**config.mk**
```make
export PLATFORM = sky130hd
export DESIGN_NAME = cpu86_exec_register_writer
export DESIGN_NICKNAME = d
export VERILOG_FILES = /design/src/rtl/cpu86_exec_register_writer.sv
export SDC_FILE = /design/constraint.sdc
export NUM_CORES = 1
export LEC_CHECK = 0
export ABC_AREA = 1
export CELL_PAD_IN_SITES_DETAIL_PLACEMENT = 1
export CELL_PAD_IN_SITES_GLOBAL_PLACEMENT = 1
export CORE_MARGIN = 1
export CORE_UTILIZATION = 38
export CTS_BUF_LIST = sky130_fd_sc_hd__clkbuf_8
export DETAILED_ROUTE_END_ITERATION = 6
export GPL_ROUTABILITY_DRIVEN = 0
export PLACE_DENSITY_LB_ADDON = 0.1
export SYNTH_ARGS = -nofsm -noshare
export SYNTH_HDL_FRONTEND = slang
export SYNTH_SLANG_ARGS = --single-unit
```
**constraint.sdc**
```tcl
create_clock -name clk -period 1.9 [get_ports clk]
set_clock_uncertainty 0.2 [all_clocks]
set_input_delay 0.38 -clock clk [delete_from_list [all_inputs] [get_ports clk]]
set_output_delay 0.38 -clock clk [all_outputs]
set_load 0.03 [all_outputs]
```
**src/rtl/cpu86_exec_register_writer.sv**
```systemverilog
// cpu86_exec_register_writer
// Owns the cpu86 architectural register file for the execute stage. It applies
// GPR writebacks (ports A and B), flags writebacks and retire events. For each
// retired instruction it emits one snapshot on the vld_* stream, which feeds the
// exec register-reader/checker.
//
// Ports:
//   clk, resetn            clock, asynchronous active-low reset
//   wra_*, wrb_*           GPR write ports (valid/dest/w/data); port B wins on a shared byte lane
//   flw_*                  flags write (valid/mask/data)
//   ret_*                  retire event (valid/op/code/cs/ip)
//   ax..di, fl, cs, ip     current architectural register values (registered)
//   vld_*                  per-retire snapshot; data holds while vld_valid is low
//
// Optional build macro: CPU86_VLD_SEQ_EN adds the vld_seq output, a 16-bit
// retire sequence number that starts at 0 after reset.
module cpu86_exec_register_writer #(
    parameter logic [15:0] CS_RESET = 16'hFFFF,
    parameter logic [15:0] IP_RESET = 16'h0000,
    parameter logic [15:0] FL_RESET = 16'hF002
) (
    input  logic        clk,
    input  logic        resetn,
    input  logic        wra_valid,
    input  logic [2:0]  wra_dest,
    input  logic        wra_w,
    input  logic [15:0] wra_data,
    input  logic        wrb_valid,
    input  logic [2:0]  wrb_dest,
    input  logic        wrb_w,
    input  logic [15:0] wrb_data,
    input  logic        flw_valid,
    input  logic [15:0] flw_mask,
    input  logic [15:0] flw_data,
    input  logic        ret_valid,
    input  logic [4:0]  ret_op,
    input  logic [3:0]  ret_code,
    input  logic [15:0] ret_cs,
    input  logic [15:0] ret_ip,
    output logic [15:0] ax,
    output logic [15:0] bx,
    output logic [15:0] cx,
    output logic [15:0] dx,
    output logic [15:0] bp,
    output logic [15:0] sp,
    output logic [15:0] si,
    output logic [15:0] di,
    output logic [15:0] fl,
    output logic [15:0] cs,
    output logic [15:0] ip,
    output logic        vld_valid,
    output logic [4:0]  vld_op,
    output logic [3:0]  vld_code,
    output logic [15:0] vld_cs,
    output logic [15:0] vld_ip,
    output logic [15:0] vld_ax,
    output logic [15:0] vld_bx,
    output logic [15:0] vld_cx,
    output logic [15:0] vld_dx,
    output logic [15:0] vld_bp,
    output logic [15:0] vld_sp,
    output logic [15:0] vld_si,
    output logic [15:0] vld_di,
    output logic [15:0] vld_fl
`ifdef CPU86_VLD_SEQ_EN
    ,
    output logic [15:0] vld_seq
`endif
);

    localparam int unsigned NUM_GPR = 8;
    localparam int unsigned W       = 16;

    // Flag bits that are architecturally fixed regardless of writes
    localparam logic [W-1:0] FL_FORCE_SET = 16'hF002;
    localparam logic [W-1:0] FL_FORCE_CLR = 16'h0028;

    // GPRs indexed by x86 register code: AX CX DX BX SP BP SI DI
    logic [NUM_GPR-1:0][W-1:0] gpr_q, gpr_n;
    logic [W-1:0]              fl_q, fl_n;
    logic [W-1:0]              cs_q, ip_q;

    // Apply one write port; byte codes 0-3 hit the low lane, 4-7 the high lane of AX/CX/DX/BX
    function automatic logic [NUM_GPR-1:0][W-1:0] apply_wr(
        input logic [NUM_GPR-1:0][W-1:0] r,
        input logic                      v,
        input logic [2:0]                d,
        input logic                      w,
        input logic [W-1:0]              data
    );
        logic [NUM_GPR-1:0][W-1:0] o;
        o = r;
        if (v) begin
            if (w)
                o[d] = data;
            else if (!d[2])
                o[{1'b0, d[1:0]}][7:0] = data[7:0];
            else
                o[{1'b0, d[1:0]}][15:8] = data[7:0];
        end
        return o;
    endfunction

    // Next-state: port B applied after A so it wins any shared lane
    always_comb begin
        gpr_n = apply_wr(apply_wr(gpr_q, wra_valid, wra_dest, wra_w, wra_data),
                         wrb_valid, wrb_dest, wrb_w, wrb_data);
        fl_n = fl_q;
        if (flw_valid)
            fl_n = (((fl_q & ~flw_mask) | (flw_data & flw_mask)) | FL_FORCE_SET) & ~FL_FORCE_CLR;
    end

    // Architectural state
    always_ff @(posedge clk or negedge resetn) begin
        if (!resetn) begin
            gpr_q <= '0;
            fl_q  <= FL_RESET;
            cs_q  <= CS_RESET;
            ip_q  <= IP_RESET;
        end else begin
            gpr_q <= gpr_n;
            fl_q  <= fl_n;
            if (ret_valid) begin
                cs_q <= ret_cs;
                ip_q <= ret_ip;
            end
        end
    end

    // Snapshot stream: captures next-state so same-cycle writes are included
    always_ff @(posedge clk or negedge resetn) begin
        if (!resetn) begin
            vld_valid <= 1'b0;
            vld_op    <= '0;
            vld_code  <= '0;
            vld_cs    <= '0;
            vld_ip    <= '0;
            vld_ax    <= '0;
            vld_cx    <= '0;
            vld_dx    <= '0;
            vld_bx    <= '0;
            vld_sp    <= '0;
            vld_bp    <= '0;
            vld_si    <= '0;
            vld_di    <= '0;
            vld_fl    <= '0;
        end else begin
            vld_valid <= ret_valid;
            if (ret_valid) begin
                vld_op   <= ret_op;
                vld_code <= ret_code;
                vld_cs   <= ret_cs;
                vld_ip   <= ret_ip;
                vld_ax   <= gpr_n[0];
                vld_cx   <= gpr_n[1];
                vld_dx   <= gpr_n[2];
                vld_bx   <= gpr_n[3];
                vld_sp   <= gpr_n[4];
                vld_bp   <= gpr_n[5];
                vld_si   <= gpr_n[6];
                vld_di   <= gpr_n[7];
                vld_fl   <= fl_n;
            end
        end
    end

`ifdef CPU86_VLD_SEQ_EN
    logic [W-1:0] seq_q;

    // Retire sequence number; snapshot carries the pre-increment value
    always_ff @(posedge clk or negedge resetn) begin
        if (!resetn) begin
            seq_q   <= '0;
            vld_seq <= '0;
        end else if (ret_valid) begin
            vld_seq <= seq_q;
            seq_q   <= seq_q + W'(1);
        end
    end
`endif

    assign ax = gpr_q[0];
    assign cx = gpr_q[1];
    assign dx = gpr_q[2];
    assign bx = gpr_q[3];
    assign sp = gpr_q[4];
    assign bp = gpr_q[5];
    assign si = gpr_q[6];
    assign di = gpr_q[7];
    assign fl = fl_q;
    assign cs = cs_q;
    assign ip = ip_q;

endmodule
```
After elaboration in Yosys (flattened, before gate mapping)
Cells that the tools add are included.
{"block": "totals", "ff_bits": 346, "inputBits": 119, "out_inout_bits": 362, "wordCells": 65}
{"block": "classes", "magnitude_cmp": 8, "n_mux": 25, "bitwise_logic": 4, "reduce_logical": 4}
{"cell": "bitwise mux 128 bit", "n": 6}
{"cell": "2-to-1 mux 128 bit", "n": 6}
{"cell": "demux 16 bit (select 2 bit)", "n": 4}
{"cell": "demux 16 bit (select 3 bit)", "n": 2}
{"cell": "2-to-1 mux 16 bit", "n": 5}
{"cell": "AND 12 bit", "n": 2}
{"cell": "2-to-1 mux 8 bit", "n": 2}
{"cell": "inverter 12 bit", "n": 1}
{"cell": "bitwise OR 12 bit", "n": 1}
{"cell": "< comparator 2 x 4 -> 1 bit, second input constant", "n": 2}
{"cell": "< comparator 3 x 4 -> 1 bit, second input constant", "n": 2}
{"cell": "greater-or-equal comparator 3 x 1 -> 1 bit, second input constant", "n": 2}
{"cell": "greater-or-equal comparator 2 x 1 -> 1 bit, second input constant", "n": 2}
{"cell": "logical AND 1 bit", "n": 4}

Logic depth before layout (Yosys ltp)
{"block": "logic_depth", "ltp_word": 12, "ltp_mapped": 13, "mapped_depth_nobuf": 12}

Worst setup path after synthesis
No wires, ideal clock.
{"block": "synth_timing", "path_type": "in2reg", "from": "input port wra_dest[0]", "to": "register vld_dx[0]", "setup_ps": 83, "t_arrival_ps": 1564, "required_time_ps": 1617, "path_slack_ps": 54, "cell_stages": 9, "n_path_buf": 2, "cell_sequence": "buf_2 -> inv_2 -> nand3_1 -> inv_1 -> nand2_1 -> buf_2 -> o211ai_1 -> o21ai_0 -> o21ai_0"}
{"block": "synth_between", "elab_chain_cells": 12, "elab_cells_between_ends": 23, "classes_between": "order compare: 4; mux: 17; reduce/logical: 2"}
{"element": "from (decl)", "line": "25", "rtl": "input logic [2:0] wra_dest,"}
{"element": "< comparator 2 x 4 -> 1 bit (implied by the code) or greater-or-equal comparator 2 x 1 -> 1 bit (tied branches)", "line": "97", "rtl": "o[{1'b0, d[1:0]}][7:0] = data[7:0];"}
{"element": "logical AND 1 bit (implied by the code)", "line": "97"}
{"element": "2-to-1 mux 8 bit (implied by the code)", "line": "97"}
{"element": "demux 16 bit (select 2 bit)", "line": "97"}
{"element": "bitwise mux 128 bit", "line": "97"}
{"element": "2-to-1 mux 128 bit", "line": "96", "rtl": "else if (!d[2])"}
{"element": "2-to-1 mux 128 bit *", "line": "94", "rtl": "if (w)"}
{"element": "2-to-1 mux 128 bit *", "line": "93", "rtl": "if (v) begin"}
{"element": "bitwise mux 128 bit, on equally long branches", "line": "97, 99"}
{"element": "2-to-1 mux 128 bit", "line": "96"}
{"element": "2-to-1 mux 128 bit", "line": "94"}
{"element": "2-to-1 mux 128 bit *", "line": "93"}
{"element": "to (signal assigned)", "line": "156", "rtl": "vld_dx <= gpr_n[2];"}
{"element": "to (decl)", "line": "59", "rtl": "output logic [15:0] vld_dx,"}
Mark *: on every way between the ends. The rest lies on a longest branch, timed or not.
A chain may end at the register's enable or synchronous reset.

Worst setup path in the final report
{"block": "layout_timing", "from": "register cs_q[14] (netlist: cs[14])", "to": "output port cs[14]"}
{"element": "from (decl)", "line": "81", "rtl": "logic [W-1:0] cs_q, ip_q;"}
{"element": "from (signal assigned)", "line": "124", "rtl": "cs_q <= ret_cs;"}
{"element": "to (decl)", "line": "49", "rtl": "output logic [15:0] cs,"}
No word-level cell between the ends.

==> metrics.md <==
| Metric | Value |
|---|---|
| Syn avg cell area | 8.04 sq um |
| Slew @ Worst Pin | 665 ps |
| Synth Flop Type | dfrtp_1 |
| I/O Pins | 481 |
| Worst-Skew Late Latency | 670 ps |
| Final core utilization | 0.564 |
| Post-Place Cell Area | 22500 sq um |
| Number of port buffers | 466 |
| Max-cap violations | 0 |
| Cells after Synth | 1930 |
| Die width | 204 microns |
| Worst vdd ir | 639 uV |
| Layout cells sized above 1 | 0.287 |
| Standard cell core area | 40000 sq um |
| RSZ-0062 raised after global routing | true |
| First-pass GRT wire length | 109000 microns |
| DRC | 0 |
| Critical path capture point type | output port |
| CTS tree | yes |
| Critical Path AT | 1380 ps |
| Final WS setup | -57.7 ps |
| Area growth, synth to finish | 45.5% |
| Reg2reg setup slack | 460 ps |
| Synthesis Warnings | 0 |
| CTS sink cnt | 346 |
| Final period utilization | 1.03 |
| Final Cell Area | 22600 sq um |
| Max Freq | 511 MHz |
| Worst-path cell chain | buf_12 |
| Die Area | 41600 sq um |
| Total track usage | 0.348 |
| Fin. Hold Viols | 0 |
| Yosys reg bits | 346 |
| Max Slew Vio Count | 0 |
| Number of synthesized flops with an enable pin | 0 |
| WP buf/inv | 1 |
| Die Ht | 204 microns |
| Crit Path Class | flop to output port |
| CTS max path bufs | 3 |
| Vias/cell | 5.32 |
| Worst endpoint required time | 1320 ps |
| Failing checks | setup timing |
| Routed WL | 72200 microns |
| Startpoint Class | flop |
| Seq/Total Area, Yosys | 0.560 |
| Synth unique cells | 29 |
| Vias | 16783 |
| DRT Pass-1 Iters | 5 |
| Clk slew on worst S/H paths | 60 ps |
| Delay-heaviest family, CP | flip-flops |
| Initial core utilization | 0.388 |
| Post-DP HPWL | 53700 microns |
| Worst path max stage delay | 560 ps |
| GR Overflow Total | 0 |
| Post-Place Worst Slack | -753 ps |
| Post-synthesis async set-or-reset flop share | 1.00 |
| WHS | 37.1 ps |
| H-Tree Depth | 2 |
| Crit-path max FO | 2 |
| Status | finished, violations left |
| Highest-count cells in the layout ignoring fill and taps | 800 x nand2_1, 323 x dfrtp_1, 269 x buf_2 |
| P per Cell Area | 1140 nW/um^2 |
| CP max-delay cell | dfstp_2 |
| Inserted Clock Buffers | 58 |
| Relative slew slack | 0.557 |
| Commonest non-fill, non-tap cell in the layout | nand2_1 |
| CTS root buffer | clkbuf_8 |
| Setup TNS | -635 ps |
| Syn Nets | 2049 |
| Number of global-route vias before repair | 18073 |
| Synthesized area | 15500 sq um |
| WL/cell | 22.9 microns |
| Setup Viol. Count Final | 21 |
| Final nets | 2694 |
| Largest net degree at the start of global routing | 117 |
| Initial antenna violation count | 2 |
| Hold Crit Class | input port to flop |
| Starting DRT DRC Count | 984 |
| Final Critical Period | 1960 ps |
| Lkg Pwr | 12.1 nW |
| Rows | 73 |
| Routed Antenna Nets | 0 |
-- synthesized netlist by cell type (3+ instances only) --
master,instances,area (sq um)
nand4_1,3,18.8
nor2_2,6,37.5
clkbuf_1,63,236
nand3_1,134,671
dfrtp_1,325,8130
or2_2,14,87.6
dfstp_2,21,552
buf_4,17,128
o211ai_1,14,105
a31oi_1,34,213
clkinv_1,9,33.8
nand2_1,804,3020
a22oi_1,5,37.5
o21ai_0,139,696
nor2_1,95,357
nand2_2,3,18.8
o21ai_1,7,35.0
inv_1,87,327
a21oi_1,72,360
inv_2,6,22.5
buf_1,17,63.8
buf_2,16,80.1
o22ai_1,30,188
-- cell type report --
cell class	count	area (sq um)
fill	4944	17400
sequential	346	8690
multi-input combinational	1368	5980
timing repair buffer	699	5590
clock buffer	76	1050
tap	525	657
inverter	102	390
clock inverter	34	221
antenna	3	7.51
-- cells by family after synthesis --
| kind of cell | count (synthesis) | share of synthesized area |
|---|---|---|
| flip-flops | 346 | 0.560 |
| AND/OR/NAND/NOR | 1066 | 0.276 |
| AO/OA/AOI/OAI | 302 | 0.106 |
| buffers and inverters | 216 | 0.0581 |
-- through the flow --
stage          cells  power, W
2_1_floorplan   1930    0.0145
3_3_place_gp    3021    0.0193
3_5_place_dp    3021    0.0195
4_1_cts         3146    0.0257
5_1_grt         3152    0.0267
6_report        3153    0.0257
-- where the power goes --
| part | leakage, nW | switching, W | internal [W] |
|---|---|---|---|
| Combinational | 7.17 | 0.00611 | 0.00265 |
| Clock | 0.724 | 0.00332 | 0.00389 |
| Sequential | 4.19 | 0.000938 | 0.00877 |
-- timing repair --
| action | 4_1_cts | 5_1_grt |
|---|---|---|
| setup buffers | 7 | 4 |
| pin swaps | 1 | 0 |
| setup endpoints to repair | 355 | 147 |
| endpoints found under the hold margin | 366 | 0 |
| gates cloned | 0 | 0 |
| hold buffers | 8 | 0 |
| gates resized for setup | 1827 | 61 |
-- final timing paths --
kind                       cells after the start                   start                     end
hold reg to reg                                2  vld_cs[11]$_DFFE_PN0P_  vld_cs[11]$_DFFE_PN0P_
setup reg to reg                               6        dx[12]$_DFF_PN0_  vld_dx[12]$_DFFE_PN0P_
max in group asynchronous                      4                  resetn       cs[1]$_DFFE_PN1P_
min in group asynchronous                      3                  resetn         fl[8]$_DFF_PN0_
hold / removal                                 3               ret_cs[6]       cs[6]$_DFFE_PN1P_
setup / recovery                               1      cs[14]$_DFFE_PN1P_                  cs[14]
-- routing by layer --
layer	wire length, microns	part of all wire	GRT usage	up-vias
li1	-	-	-	7512
met1	28600	0.40	0.420	8403
met2	34900	0.48	0.589	674
met3	5060	0.070	0.0796	194
met4	3650	0.050	0.163	0
met5	0	0	0	-
No activity file was read; power rests on OpenSTA's default activity.
